$ cat src/rtl/param_alu_sequencer.sv
// param_alu_sequencer
//   Five-phase control sequencer for a parametrised ALU datapath (A, Q, M
//   registers plus iteration counter). Drives the 18-bit control word for
//   AND, OR, XOR, ADD, SUB, radix-4 Booth MUL and non-restoring DIV.
//   The iteration count comes from WIDTH: WIDTH/2 steps for MUL, WIDTH
//   steps for DIV.
//
// Parameters
//   WIDTH  operand width, even and >= 4
//   CNT_W  iteration counter width, 2**CNT_W > WIDTH
//
// Ports
//   clk      rising-edge clock
//   reset    synchronous active-high reset
//   start    request, sampled only while idle
//   op       opcode (000 AND .. 110 DIV, 111 illegal)
//   q1, q0   Booth multiplier bits Q[1], Q[0]
//   r        Booth appended bit
//   a_msb    sign of partial remainder A
//   c        datapath control word (combinational)
//   busy     high whenever not idle
//   done     one-cycle registered completion pulse
//   err      one-cycle pulse alongside done for an illegal opcode
//   count    current iteration index
//
// Optional build macro PARAM_ALU_SEQUENCER_ABORT_EN adds:
//   abort    cancel the running operation (ignored while idle)
//   aborted  one-cycle pulse after an accepted abort; done does not pulse

module param_alu_sequencer #(
  parameter int WIDTH = 8,
  parameter int CNT_W = 4
) (
  input  logic             clk,
  input  logic             reset,
  input  logic             start,
  input  logic [2:0]       op,
  input  logic             q1,
  input  logic             q0,
  input  logic             r,
  input  logic             a_msb,
`ifdef PARAM_ALU_SEQUENCER_ABORT_EN
  input  logic             abort,
  output logic             aborted,
`endif
  output logic [17:0]      c,
  output logic             busy,
  output logic             done,
  output logic             err,
  output logic [CNT_W-1:0] count
);

  typedef enum logic [1:0] {IDLE, LOAD, ITER, FINISH} state_t;

  localparam logic [2:0] OP_XOR = 3'b010;
  localparam logic [2:0] OP_SUB = 3'b100;
  localparam logic [2:0] OP_MUL = 3'b101;
  localparam logic [2:0] OP_DIV = 3'b110;
  localparam logic [2:0] OP_ILL = 3'b111;

  // Index of the final iteration for each iterative operation
  localparam logic [CNT_W-1:0] LAST_MUL = CNT_W'(WIDTH / 2 - 1);
  localparam logic [CNT_W-1:0] LAST_DIV = CNT_W'(WIDTH - 1);

  state_t     state;
  logic [2:0] phase;
  logic [2:0] op_q;
  logic       is_mul;
  logic       is_div;
  logic       last;
  logic       abort_hit;

  assign is_mul = (op_q == OP_MUL);
  assign is_div = (op_q == OP_DIV);
  assign last   = (is_mul && (count == LAST_MUL)) || (is_div && (count == LAST_DIV));
  assign busy   = (state != IDLE);

`ifdef PARAM_ALU_SEQUENCER_ABORT_EN
  assign abort_hit = abort && (state != IDLE);
`else
  assign abort_hit = 1'b0;
`endif

  always_ff @(posedge clk) begin
    if (reset) begin
      state <= IDLE;
      phase <= '0;
      count <= '0;
      op_q  <= '0;
      done  <= 1'b0;
      err   <= 1'b0;
`ifdef PARAM_ALU_SEQUENCER_ABORT_EN
      aborted <= 1'b0;
`endif
    end else begin
      done <= 1'b0;
      err  <= 1'b0;
`ifdef PARAM_ALU_SEQUENCER_ABORT_EN
      aborted <= abort_hit;
`endif
      if (abort_hit) begin
        // Abort overrides every state, including the FINISH step that would
        // otherwise raise done; count is left as it was.
        state <= IDLE;
        phase <= '0;
      end else begin
        case (state)
          IDLE: begin
            if (start) begin
              if (op == OP_ILL) begin
                done <= 1'b1;
                err  <= 1'b1;
              end else begin
                op_q  <= op;
                count <= '0;
                phase <= '0;
                state <= LOAD;
              end
            end
          end
          LOAD: begin
            if (phase == 3'd4) begin
              phase <= '0;
              state <= (is_mul || is_div) ? ITER : FINISH;
            end else begin
              phase <= phase + 3'd1;
            end
          end
          ITER: begin
            if (phase == 3'd4) begin
              phase <= '0;
              if (last) state <= FINISH;
              else      count <= count + 1'b1;
            end else begin
              phase <= phase + 3'd1;
            end
          end
          FINISH: begin
            if (phase == 3'd1) begin
              phase <= '0;
              state <= IDLE;
              done  <= 1'b1;
            end else begin
              phase <= phase + 3'd1;
            end
          end
          default: begin
            state <= IDLE;
            phase <= '0;
          end
        endcase
      end
    end
  end

  always_comb begin
    c = '0;
    case (state)
      LOAD: begin
        case (phase)
          3'd0: c[0] = 1'b1;
          3'd1: c[1] = 1'b1;
          3'd2: begin
            c[2]  = (op_q <= OP_SUB);
            c[15] = (op_q == OP_SUB);
            c[10] = is_div;
          end
          3'd3: begin
            c[16] = (op_q <= OP_XOR);
            c[11] = is_div;
          end
          default: ;
        endcase
      end
      ITER: begin
        case (phase)
          3'd0: begin
            c[3]  = is_mul && (q0 ^ r);
            c[4]  = is_mul && q1 && (q0 ^ r);
            c[12] = is_div;
          end
          3'd1: begin
            c[5]  = is_mul;
            c[13] = is_div && a_msb;
            c[14] = is_div && !a_msb;
          end
          3'd2: c[6]  = !last;
          3'd3: c[17] = is_div;
          default: ;
        endcase
      end
      FINISH: begin
        case (phase)
          3'd0: begin
            c[7] = 1'b1;
            c[5] = is_mul;
          end
          3'd1: begin
            c[8] = !is_div;
            c[9] = is_div;
          end
          default: ;
        endcase
      end
      default: ;
    endcase
  end

endmodule

$ cat config.mk
export PLATFORM = sky130hd
export DESIGN_NAME = param_alu_sequencer
export DESIGN_NICKNAME = d
export VERILOG_FILES = /design/src/rtl/param_alu_sequencer.sv
export SDC_FILE = /design/constraint.sdc
export NUM_CORES = 1
export LEC_CHECK = 0
export ABC_AREA = 1
export BUFFER_PORTS_ARGS = -buffer_cell sky130_fd_sc_hd__buf_2
export CORE_MARGIN = 4
export CORE_UTILIZATION = 41
export CTS_CLUSTER_SIZE = 24
export DETAILED_ROUTE_END_ITERATION = 7
export PLACE_DENSITY_LB_ADDON = 0.12
export REMOVE_ABC_BUFFERS = 1
export SKIP_LAST_GASP = 1
export SYNTH_ARGS = -nofsm -noshare
export SYNTH_HDL_FRONTEND = slang
export SYNTH_SLANG_ARGS = --single-unit
$ cat constraint.sdc
create_clock -name clk -period 4.87 [get_ports clk]
set_clock_uncertainty 0.1 [all_clocks]
set_input_delay 1.2175 -clock clk [delete_from_list [all_inputs] [get_ports clk]]
set_output_delay 1.2175 -clock clk [all_outputs]
set_load 0.02 [all_outputs]
# Word level (Yosys, flattened, before mapping)
# Cells that the tools add are included.
[totals]
wordCells = 99
in_bits = 10
register_bits = 14
[classes]
n_eq_ne = 20
muxes = 44
n_reduce_logical = 22
n_bitwise = 3
n_addsub = 2
magnitude_cmp = 2
[ops]
columns = ["op", "n"]
rows = [
  ["2-bit two-way mux", 12],
  ["3-bit two-way mux", 7],
  ["1-bit two-way mux", 16],
  ["4-bit two-way mux", 4],
  ["3-bit == test, second input constant", 5],
  ["2-bit != test, second input constant", 7],
  ["3-bit one-hot mux with 3 select lines", 1],
  ["2-bit one-hot mux with 4 select lines", 1],
  ["4-bit one-hot mux with 2 select lines", 1],
  ["1-bit logical AND", 7],
  ["3-bit by 2-bit == test with 1-bit output, second input constant", 2],
  ["6-bit AND reduction", 1],
  ["5-bit AND reduction", 1],
  ["4-bit by 1-bit adder with 4-bit output, second input constant", 1],
  ["2-bit == test, second input constant", 2],
  ["4-bit by 2-bit == test with 1-bit output, second input constant", 1],
  ["4-bit by 3-bit == test with 1-bit output, second input constant", 1],
  ["1-bit one-hot mux with 2 select lines", 2],
  ["2-bit nonzero test", 2],
  ["2-bit OR reduction", 2],
  ["3-bit by 1-bit adder with 3-bit output, second input constant", 1],
  ["3-bit by 1-bit == test with 1-bit output, second input constant", 1],
  ["3-bit by 2-bit <= comparator with 1-bit output, second input constant", 1],
  ["3-bit <= comparator, second input constant", 1],
  ["other kinds (9)", 13],
]

# Depth between registers and ports, before layout
# Gate-level depths: netlist (run 1).
[depth]
ltp_word = 6
depth_mapped = 10
ltp_nobuf = 10

# Worst setup path after synthesis (run 1)
# Ideal clock, no wire load.
[synth_path]
path_kind = "input to output"
startpoint = "input port q0"
endpoint = "output port c[4]"
setup_slack_ns = 1.616
cell_stages = 3
arrival_ns = 1.937
n_path_buf = 0
path_cell_list = "xnor2_1 nor3_2 and2_1"
[synth_between]
elab_chain_len = 4
[synth_lines]
columns = ["element", "line_no", "text"]
rows = [
  ["start: declaration", "39", "input logic q0,"],
  ["1-bit XOR", "179", "c[4] = is_mul && q1 && (q0 ^ r);"],
  ["1-bit logical AND", "179", ""],
  ["2-bit two-way mux", "176", "case (phase)"],
  ["2-bit two-way mux", "158", "case (state)"],
  ["end: declaration", "46", "output logic [17:0] c,"],
]
# Every way passes these cells.

# Worst setup path in the final report (run 1)
[layout_path]
startpoint = "register state[0]"
endpoint = "output port c[4]"
[layout_between]
elab_chain_len = 2
[layout_lines]
columns = ["element", "line_no", "text"]
rows = [
  ["start: declaration", "65", "state_t state;"],
  ["start signal: assignment", "124", "state <= (is_mul || is_div) ? ITER : FINISH;"],
  ["2-bit == test", "158", ""],
  ["2-bit two-way mux", "158", ""],
]
# Every way passes these cells.

==> flow_summary.json, run 1 <==
{
  "synth_top_area_share_pct": 25.5,
  "min_path_type": "reg2reg",
  "wire_per_inst_um": 11.6,
  "leakage_nw": 0.698,
  "fmax_mhz": 309,
  "required_ns": 3.55,
  "drc": 0,
  "cp_max_fo": 10,
  "rows": 18,
  "dieArea_sq_um": 3580,
  "cts_root_buffer": "clkbuf_4",
  "synth_edf_count": 0,
  "ys_seq_area_share_pct": 25.5,
  "path_clk_slew_ns": 0.09,
  "yosys.area.top_type": "dfxtp_1",
  "syn_area_sq_um": 1100,
  "dp_cells": 225,
  "synthArstFlopShare_pct": 0,
  "end_kind": "primary output",
  "r2r-start": "state[0]$_SDFFE_PP0P_",
  "numPortBuffers": 34,
  "clkLatencyLatePin_ns": 0.28,
  "ys.flop_type": "dfxtp_1",
  "hold_path_depth": 2,
  "drv_cap": 0,
  "vias_per_cell": 4.88,
  "reg2reg_depth": 8,
  "timing.final.hold_violations": 0,
  "maxSlewHeadroom_pct": 71.9,
  "gp_congestion": 0.913,
  "grt_pass1_wl_um": 4460,
  "postRouteAntennaNets": 0,
  "cp.arrival_ns": 1.92,
  "tns_ns": 0,
  "die-width_um": 59.8,
  "grt_usage_pct": 16.3,
  "cts-resized-gates": 0,
  "power_mw": 0.526,
  "h-tree-depth": 1,
  "critPathLaunchType": "flop",
  "multi_input_area_sq_um": 719,
  "reg2reg_slack_ns": 3.13,
  "cts_tree": "built",
  "fp.dieH_um": 59.8,
  "syn_avg_cell_area_sq_um": 6.75,
  "post-route-period-util_pct": 66.5,
  "synthTopCellsByArea": "dfxtp_1 (25%), ha_1 (13%), nand2_1 (12%)",
  "ys.warnings.count": 0,
  "syn_inst": 163,
  "hold_start": "count[1]$_SDFFE_PP0P_",
  "numCtsBuffers": 3,
  "start_util_pct": 43.7,
  "timing.rr.end": "state[0]$_SDFFE_PP0P_",
  "cts.path.max_buffers": 2,
  "clock-sinks": 14,
  "grt_overflow": 0,
  "synth_cell_types": 25,
  "diodes": 0,
  "setup_ws_ns": 1.63,
  "slew_violations": 0,
  "p_per_area_nw_per_um2": 396,
  "io_pins": 35,
  "nNetsFinal": 221,
  "whs_ns": 0.409,
  "grt_pass1_vias": 1068,
  "drt_first_iter_violations": 27,
  "setup_viol": 0,
  "fp.coreArea_sq_um": 2520,
  "place_ws_ns": 1.70,
  "seq_area_sq_um": 280,
  "tightest_slew_ns": 0.422,
  "vias": 1118,
  "critical_path_class": "reg2out",
  "nFillCells": 282,
  "syn_to_final_growth_pct": 20.8,
  "min_to": "count[1]$_SDFFE_PP0P_",
  "antenna_found_initial": 0,
  "status": "complete, no violations",
  "grt_max_degree": 11,
  "min_period_ns": 3.24,
  "drive_gt1_share_pct": 27.6,
  "drt_wl_total_um": 2660,
  "worst_ir_drop_vdd_mv": 0.217,
  "dp_hpwl_um": 2210,
  "layoutNonFillerInstCount": 229,
  "firstDrtPassIters": 4,
  "ys_seq_elements": 14,
  "rsz0062_at_grt": "no",
  "ctsHoldBuffers": 0,
  "postCtsSetupBuffers": 0
}
-- synth_stat cells, types with 2 or more instances --
library cell and count:
nor2_4 2, nand3_2 2, a211oi_1 3, nor2_1 24, dfxtp_1 14, and2_1 2, nand2_4 3, nand3_1 13
a21oi_1 10, o21ai_1 2, o21ai_0 6, nand2_1 34, ha_1 11, nand2_2 3, a21oi_2 3, inv_1 22
-- layout make-up --
type / instances / share of cell area, %
multi-input combinational: 124 / 54.1
sequential: 14 / 21.1
timing repair buffer: 34 / 12.8
clock buffer: 4 / 2.73
tap: 30 / 2.82
inverter: 23 / 6.49
-- report_power, final --
part           total, mW  internal [mW]  switching, mW
Combinational      0.284         0.0949          0.190
Clock             0.0876         0.0455         0.0421
Sequential         0.154          0.133         0.0209
Total              0.526          0.274          0.253
-- routing by layer --
metal	vias up	global-route usage [%]	wire [um]
met5	-	0	0
met4	0	7.91	62
met3	6	2.81	163
met2	29	27.2	1210
met1	493	19.9	1220
li1	590	-	-
-- worst max path at each step --
stage / from / to / slack [ns]
detailed placement: r / c[4] / 1.70
global route: state[0]$_SDFFE_PP0P_ / c[4] / 1.47
finish: state[0]$_SDFFE_PP0P_ / c[4] / 1.63
floorplan: q0 / c[4] / 1.62
global placement: r / c[4] / 1.72
CTS: state[0]$_SDFFE_PP0P_ / c[4] / 1.61
-- flip-flops by register name, indices dropped and copies added (netlist names) --
| signal | count |
|---|---|
| err | 1 |
| done | 1 |
| state | 2 |
| count | 4 |
| phase | 3 |
| op_q | 3 |
-- cell usage in the layout, fill, tap and decap left out, drive strengths merged, types with 4 or more instances in the layout --
cell type | netlist | final
nand2 | 40 | 40
buf | 1 | 34
nor2 | 27 | 27
inv | 23 | 23
nand3 | 15 | 15
dfxtp | 14 | 14
a21oi | 14 | 14
ha | 11 | 11
o21ai | 8 | 8
clkbuf | 1 | 4
-- stage by stage --
stage	cell area (sq um)	util, %
2_1_floorplan	1090	-
5_1_grt	1330	52.7
3_5_place_dp	1290	51.3
3_3_place_gp	1290	51.3
4_1_cts	1330	52.7
6_report	1330	52.7
-- worst max-delay path: stages, from the launching register on --
cell	delay, ns
dfxtp_1	0.35
inv_1	0.15
ha_1	0.44
nand3_1	0.20
nor3_2	0.21
and2_1	0.13
buf_2	0.15
-- cell families (layout without fill, tap and decap cells) --
| logic type | Yosys count | count (layout) | share of synthesized area, % |
|---|---|---|---|
| DFF | 14 | 14 | 25.5 |
| and+or+nand+nor | 86 | 86 | 37.4 |
| buffers and inverters | 25 | 61 | 9.20 |
| xor gates and xnor gates | 1 | 1 | 0.796 |
| adders and majority gates | 11 | 11 | 12.5 |
| AOI/OAI and AO/OA | 26 | 26 | 14.7 |
Power figures use the tool's default switching activity.
==> inputs of run 2 (changes only) <==
==> constraint.sdc (replaced) <==
create_clock -name clk -period 3 [get_ports clk]
set_clock_uncertainty 0.1 [all_clocks]
set_input_delay 0.75 -clock clk [delete_from_list [all_inputs] [get_ports clk]]
set_output_delay 0.75 -clock clk [all_outputs]
set_load 0.02 [all_outputs]
==> flow_summary.json, run 2 (synthesis gave the netlist of run 1 again) <==
{
  "layoutNonFillerInstCount": 229,
  "largest_register_ffs": 4,
  "slew_violations": 0,
  "timing.final.hold_violations": 0,
  "grt_usage_pct": 16.2,
  "place_ws_ns": 0.550,
  "cts_root_buffer": "clkbuf_4",
  "power_mw": 0.858,
  "rsz0062_at_grt": "no",
  "grt_overflow": 0,
  "gp_congestion": 0.916,
  "dpl_cell_area_sq_um": 1290,
  "clock-sinks": 14,
  "setup_ws_ns": 0.254,
  "nFillCells": 278,
  "post-route-period-util_pct": 91.5,
  "antenna_found_initial": 0,
  "numCtsBuffers": 3,
  "cp_num_cells": 6,
  "drc": 0,
  "path_buf_inv": 2,
  "syn_to_final_growth_pct": 20.8,
  "critPathSlowestCell": "ha_1",
  "postRouteAntennaNets": 0,
  "ctsHoldBuffers": 0,
  "crit_family": "simple AND/OR/NAND/NOR gates",
  "tns_ns": 0,
  "wire_per_inst_um": 12.0,
  "multi_input_area_sq_um": 719,
  "grt_max_degree": 11,
  "start_util_pct": 43.7,
  "min_path_type": "reg2reg",
  "leakage_nw": 0.698,
  "io_pins": 35,
  "postCtsSetupBuffers": 0,
  "path_clk_slew_ns": 0.09,
  "grt_pass1_vias": 1090,
  "reg2reg_depth": 8,
  "final_cell_mix": "nand2_1 (34), buf_2 (34), nor2_1 (24)",
  "maxSlewHeadroom_pct": 73.8,
  "vias": 1139,
  "status": "complete, no violations",
  "top_register": "count",
  "end_kind": "primary output",
  "critical_path_class": "reg2out",
  "dieArea_sq_um": 3580,
  "final_area_sq_um": 1330,
  "fp.dieH_um": 59.8,
  "grt_pass1_wl_um": 4420,
  "rows": 18,
  "cts_tree": "built",
  "critPathLaunchType": "flop",
  "nNetsFinal": 221,
  "seq_area_sq_um": 280,
  "drt_wl_total_um": 2740,
  "die-width_um": 59.8,
  "hold_path_depth": 2,
  "dp_cells": 225,
  "tightest_slew_ns": 0.393,
  "diodes": 0,
  "critPathMaxStageDelay_ns": 0.42,
  "drive_gt1_share_pct": 27.6,
  "drv_cap": 0,
  "worst_ir_drop_vdd_mv": 0.426,
  "numPortBuffers": 34,
  "drt_first_iter_violations": 35,
  "cts-resized-gates": 0,
  "fp.coreArea_sq_um": 2520,
  "h-tree-depth": 1,
  "cp.arrival_ns": 1.90,
  "p_per_area_nw_per_um2": 645,
  "path_cells": "inv_1, ha_1, nand3_1, nor3_2, and2_1, buf_2",
  "top_regs": "count x4, op_q x3, phase x3",
  "firstDrtPassIters": 4,
  "fmax_mhz": 364,
  "setup_viol": 0,
  "dp_hpwl_um": 2270,
  "vias_per_cell": 4.97,
  "cts.path.max_buffers": 2,
  "required_ns": 2.15,
  "cp_max_fo": 10,
  "min_period_ns": 2.75,
  "clkLatencyLatePin_ns": 0.29
}
run 2: cell counts in the layout (fill, tap and decap cells not counted):
Identical to the previous run, type by type.
run 2: per-stage QoR:
stage,hold slack [ns],util (%)
2_1_floorplan,0.370,-
5_1_grt,0.428,52.7
6_report,0.405,52.7
3_5_place_dp,0.400,51.3
4_1_cts,0.413,52.7
3_3_place_gp,0.393,51.3
run 2: power by group:
| group | internal, mW | switching, mW |
|---|---|---|
| clock | 0.0739 | 0.0669 |
| sequential | 0.216 | 0.0351 |
| combinational | 0.155 | 0.310 |
| total | 0.445 | 0.412 |
run 2: cell type report:
class	count	share of cell area (%)
Sequential cell	14	21.1
Timing Repair Buffer	34	12.8
Clock buffer	4	2.73
Inverter	23	6.49
Multi-Input combinational cell	124	54.1
Tap cell	30	2.82
run 2: worst reg2reg max path: stages (launching register included):
cell     delay (ns)
dfxtp_1        0.39
inv_1          0.12
ha_1           0.35
o21ai_1        0.18
nand2_1        0.07
nor2_1         0.16
nand2_2        0.08
nor2_1         0.11
nor2_1         0.05
run 2: final timing paths:
kind	end	start	slack (ns)
hold / removal	count[3]$_SDFFE_PP0P_	count[3]$_SDFFE_PP0P_	0.40
hold reg to reg	count[3]$_SDFFE_PP0P_	count[3]$_SDFFE_PP0P_	0.40
setup / recovery	c[4]	state[0]$_SDFFE_PP0P_	0.25
setup reg to reg	state[0]$_SDFFE_PP0P_	state[0]$_SDFFE_PP0P_	1.29
run 2: per-layer routing:
metal	routed length, um	up-vias	global-route usage [%]
li1	-	594	-
met3	160	4	2.59
met2	1300	33	28.1
met1	1250	508	19.2
met5	0	-	0
met4	29	0	7.28
==> inputs of run 3 (changes only) <==
--- a/config.mk
+++ b/config.mk
@@ -7,8 +7,10 @@
 export LEC_CHECK = 0
 export ABC_AREA = 1
 export BUFFER_PORTS_ARGS = -buffer_cell sky130_fd_sc_hd__buf_2
+export CAP_MARGIN = 10
 export CORE_MARGIN = 4
 export CORE_UTILIZATION = 41
+export CTS_BUF_LIST = sky130_fd_sc_hd__clkbuf_16
 export CTS_CLUSTER_SIZE = 24
 export DETAILED_ROUTE_END_ITERATION = 7
 export PLACE_DENSITY_LB_ADDON = 0.12
==> flow_summary.json, run 3 (synthesis gave the netlist of run 1 again) <==
{
  "die-width_um": 59.8,
  "nNetsFinal": 221,
  "cts.path.max_buffers": 2,
  "grt_pass1_vias": 1090,
  "postCtsSetupBuffers": 0,
  "p_sw_mw": 0.424,
  "timing.final.hold_violations": 0,
  "drt_first_iter_violations": 36,
  "setup_ws_ns": 0.303,
  "clkLatencyLatePin_ns": 0.24,
  "rows": 18,
  "p_per_area_nw_per_um2": 709,
  "start_util_pct": 43.7,
  "drv_cap": 0,
  "dieArea_sq_um": 3580,
  "min_period_ns": 2.70,
  "gp_congestion": 0.916,
  "critPathLaunchType": "flop",
  "clock_power_share_pct": 26.1,
  "grt_overflow": 0,
  "numCtsBuffers": 3,
  "grt_max_degree": 11,
  "wire_per_inst_um": 11.8,
  "tns_ns": 0,
  "nFillCells": 270,
  "drc": 0,
  "grt_usage_pct": 16.3,
  "fp.dieH_um": 59.8,
  "status": "complete, no violations",
  "rsz0062_at_grt": "no",
  "syn_to_final_growth_pct": 24.7,
  "grt_pass1_wl_um": 4420,
  "worst_ir_drop_vdd_mv": 0.430,
  "critPathSlowestCell": "ha_1",
  "vias": 1131,
  "p_int_mw": 0.549,
  "swShare_pct": 43.6,
  "postRouteAntennaNets": 0,
  "tightest_slew_ns": 0.404,
  "place_ws_ns": 0.550,
  "required_ns": 2.15,
  "cts_tree": "built",
  "cts-resized-gates": 0,
  "diodes": 0,
  "fmax_mhz": 371,
  "end_kind": "primary output",
  "min_path_type": "reg2reg",
  "reg2reg_slack_ns": 1.30,
  "dp_hpwl_um": 2270,
  "clock-sinks": 14,
  "drive_gt1_share_pct": 27.1,
  "path_clk_slew_ns": 0.05,
  "io_pins": 35,
  "path_cells": "inv_1, ha_1, nand3_1, nor3_2, and2_1, buf_2",
  "h-tree-depth": 1,
  "cts_root_buffer": "clkbuf_16",
  "critPathMaxStageDelay_ns": 0.43,
  "seq_power_share_pct": 25.9,
  "power_frac_comb_pct": 48.0,
  "firstDrtPassIters": 4,
  "top_regs": "count x4, op_q x3, phase x3",
  "critical_path_class": "reg2out",
  "leakage_nw": 0.716,
  "setup_viol": 0,
  "top_register": "count",
  "post-route-period-util_pct": 89.9,
  "antenna_found_initial": 0,
  "fp.coreArea_sq_um": 2520,
  "numPortBuffers": 34,
  "vias_per_cell": 4.94,
  "cp.arrival_ns": 1.85,
  "slew_violations": 0,
  "ctsHoldBuffers": 0,
  "final_cell_mix": "nand2_1 (34), buf_2 (34), nor2_1 (24)",
  "largest_register_ffs": 4,
  "cp_max_fo": 10,
  "maxSlewHeadroom_pct": 73.1,
  "drt_wl_total_um": 2700
}
[run 3: changes by cell type in the layout (fill, tap and decap cells not counted)]
cell       delta
clkbuf_16     +3
clkbuf_4      -3
clkbuf_8      -1
clkinv_1      +1
[run 3: path summary, 6_finish.rpt]
path | cells after the start | end | start
max reg2reg | 8 | state[0]$_SDFFE_PP0P_ | state[0]$_SDFFE_PP0P_
min | 2 | count[3]$_SDFFE_PP0P_ | count[3]$_SDFFE_PP0P_
min reg2reg | 2 | count[3]$_SDFFE_PP0P_ | count[3]$_SDFFE_PP0P_
max | 6 | c[4] | state[0]$_SDFFE_PP0P_
[run 3: cell type report]
cell class | count | area, sq um | area share, %
clock buffers | 3 | 75.1 | 5.47
clock inverters | 1 | 3.75 | 0.273
inverters | 23 | 86.3 | 6.29
multi-input cells | 124 | 719 | 52.4
flip-flops and latches | 14 | 280 | 20.4
well taps | 30 | 37.5 | 2.73
repair buffers | 34 | 170 | 12.4
[run 3: stage by stage]
stage | hold WS (ns) | std cells | power [mW] | area (sq um) | utilization, %
final | 0.398 | 229 | 0.973 | 1370 | 54.4
after global routing | 0.419 | 229 | 1.04 | 1370 | 54.4
after CTS | 0.407 | 229 | 0.977 | 1370 | 54.4
after detailed placement | 0.400 | 225 | 0.719 | 1290 | 51.3
after global placement | 0.393 | 225 | 0.707 | 1290 | 51.3
after floorplan | 0.370 | 161 | 0.606 | 1090 | -
[run 3: per-layer routing]
| metal | track usage, % | part of all wire, % |
|---|---|---|
| met1 | 18.9 | 46 |
| met3 | 3.89 | 5.5 |
| met4 | 9.49 | 2.8 |
| met2 | 27.0 | 46 |
| met5 | 0 | 0 |
[run 3: power groups by stage]
stage	Clock, mW	Combinational, mW	Sequential [mW]
after floorplan	0	0.354	0.252
after global placement	0	0.455	0.251
after detailed placement	0	0.463	0.256
after CTS	0.260	0.465	0.252
after global routing	0.269	0.521	0.255
final	0.254	0.467	0.252
[run 3: critical path: cells and delay by family, from the launching register on]
family        cells  cell delay [ns]
fa+ha+maj         1             0.43
buf+inv           2             0.30
flops             1             0.33
simple gates      3             0.53
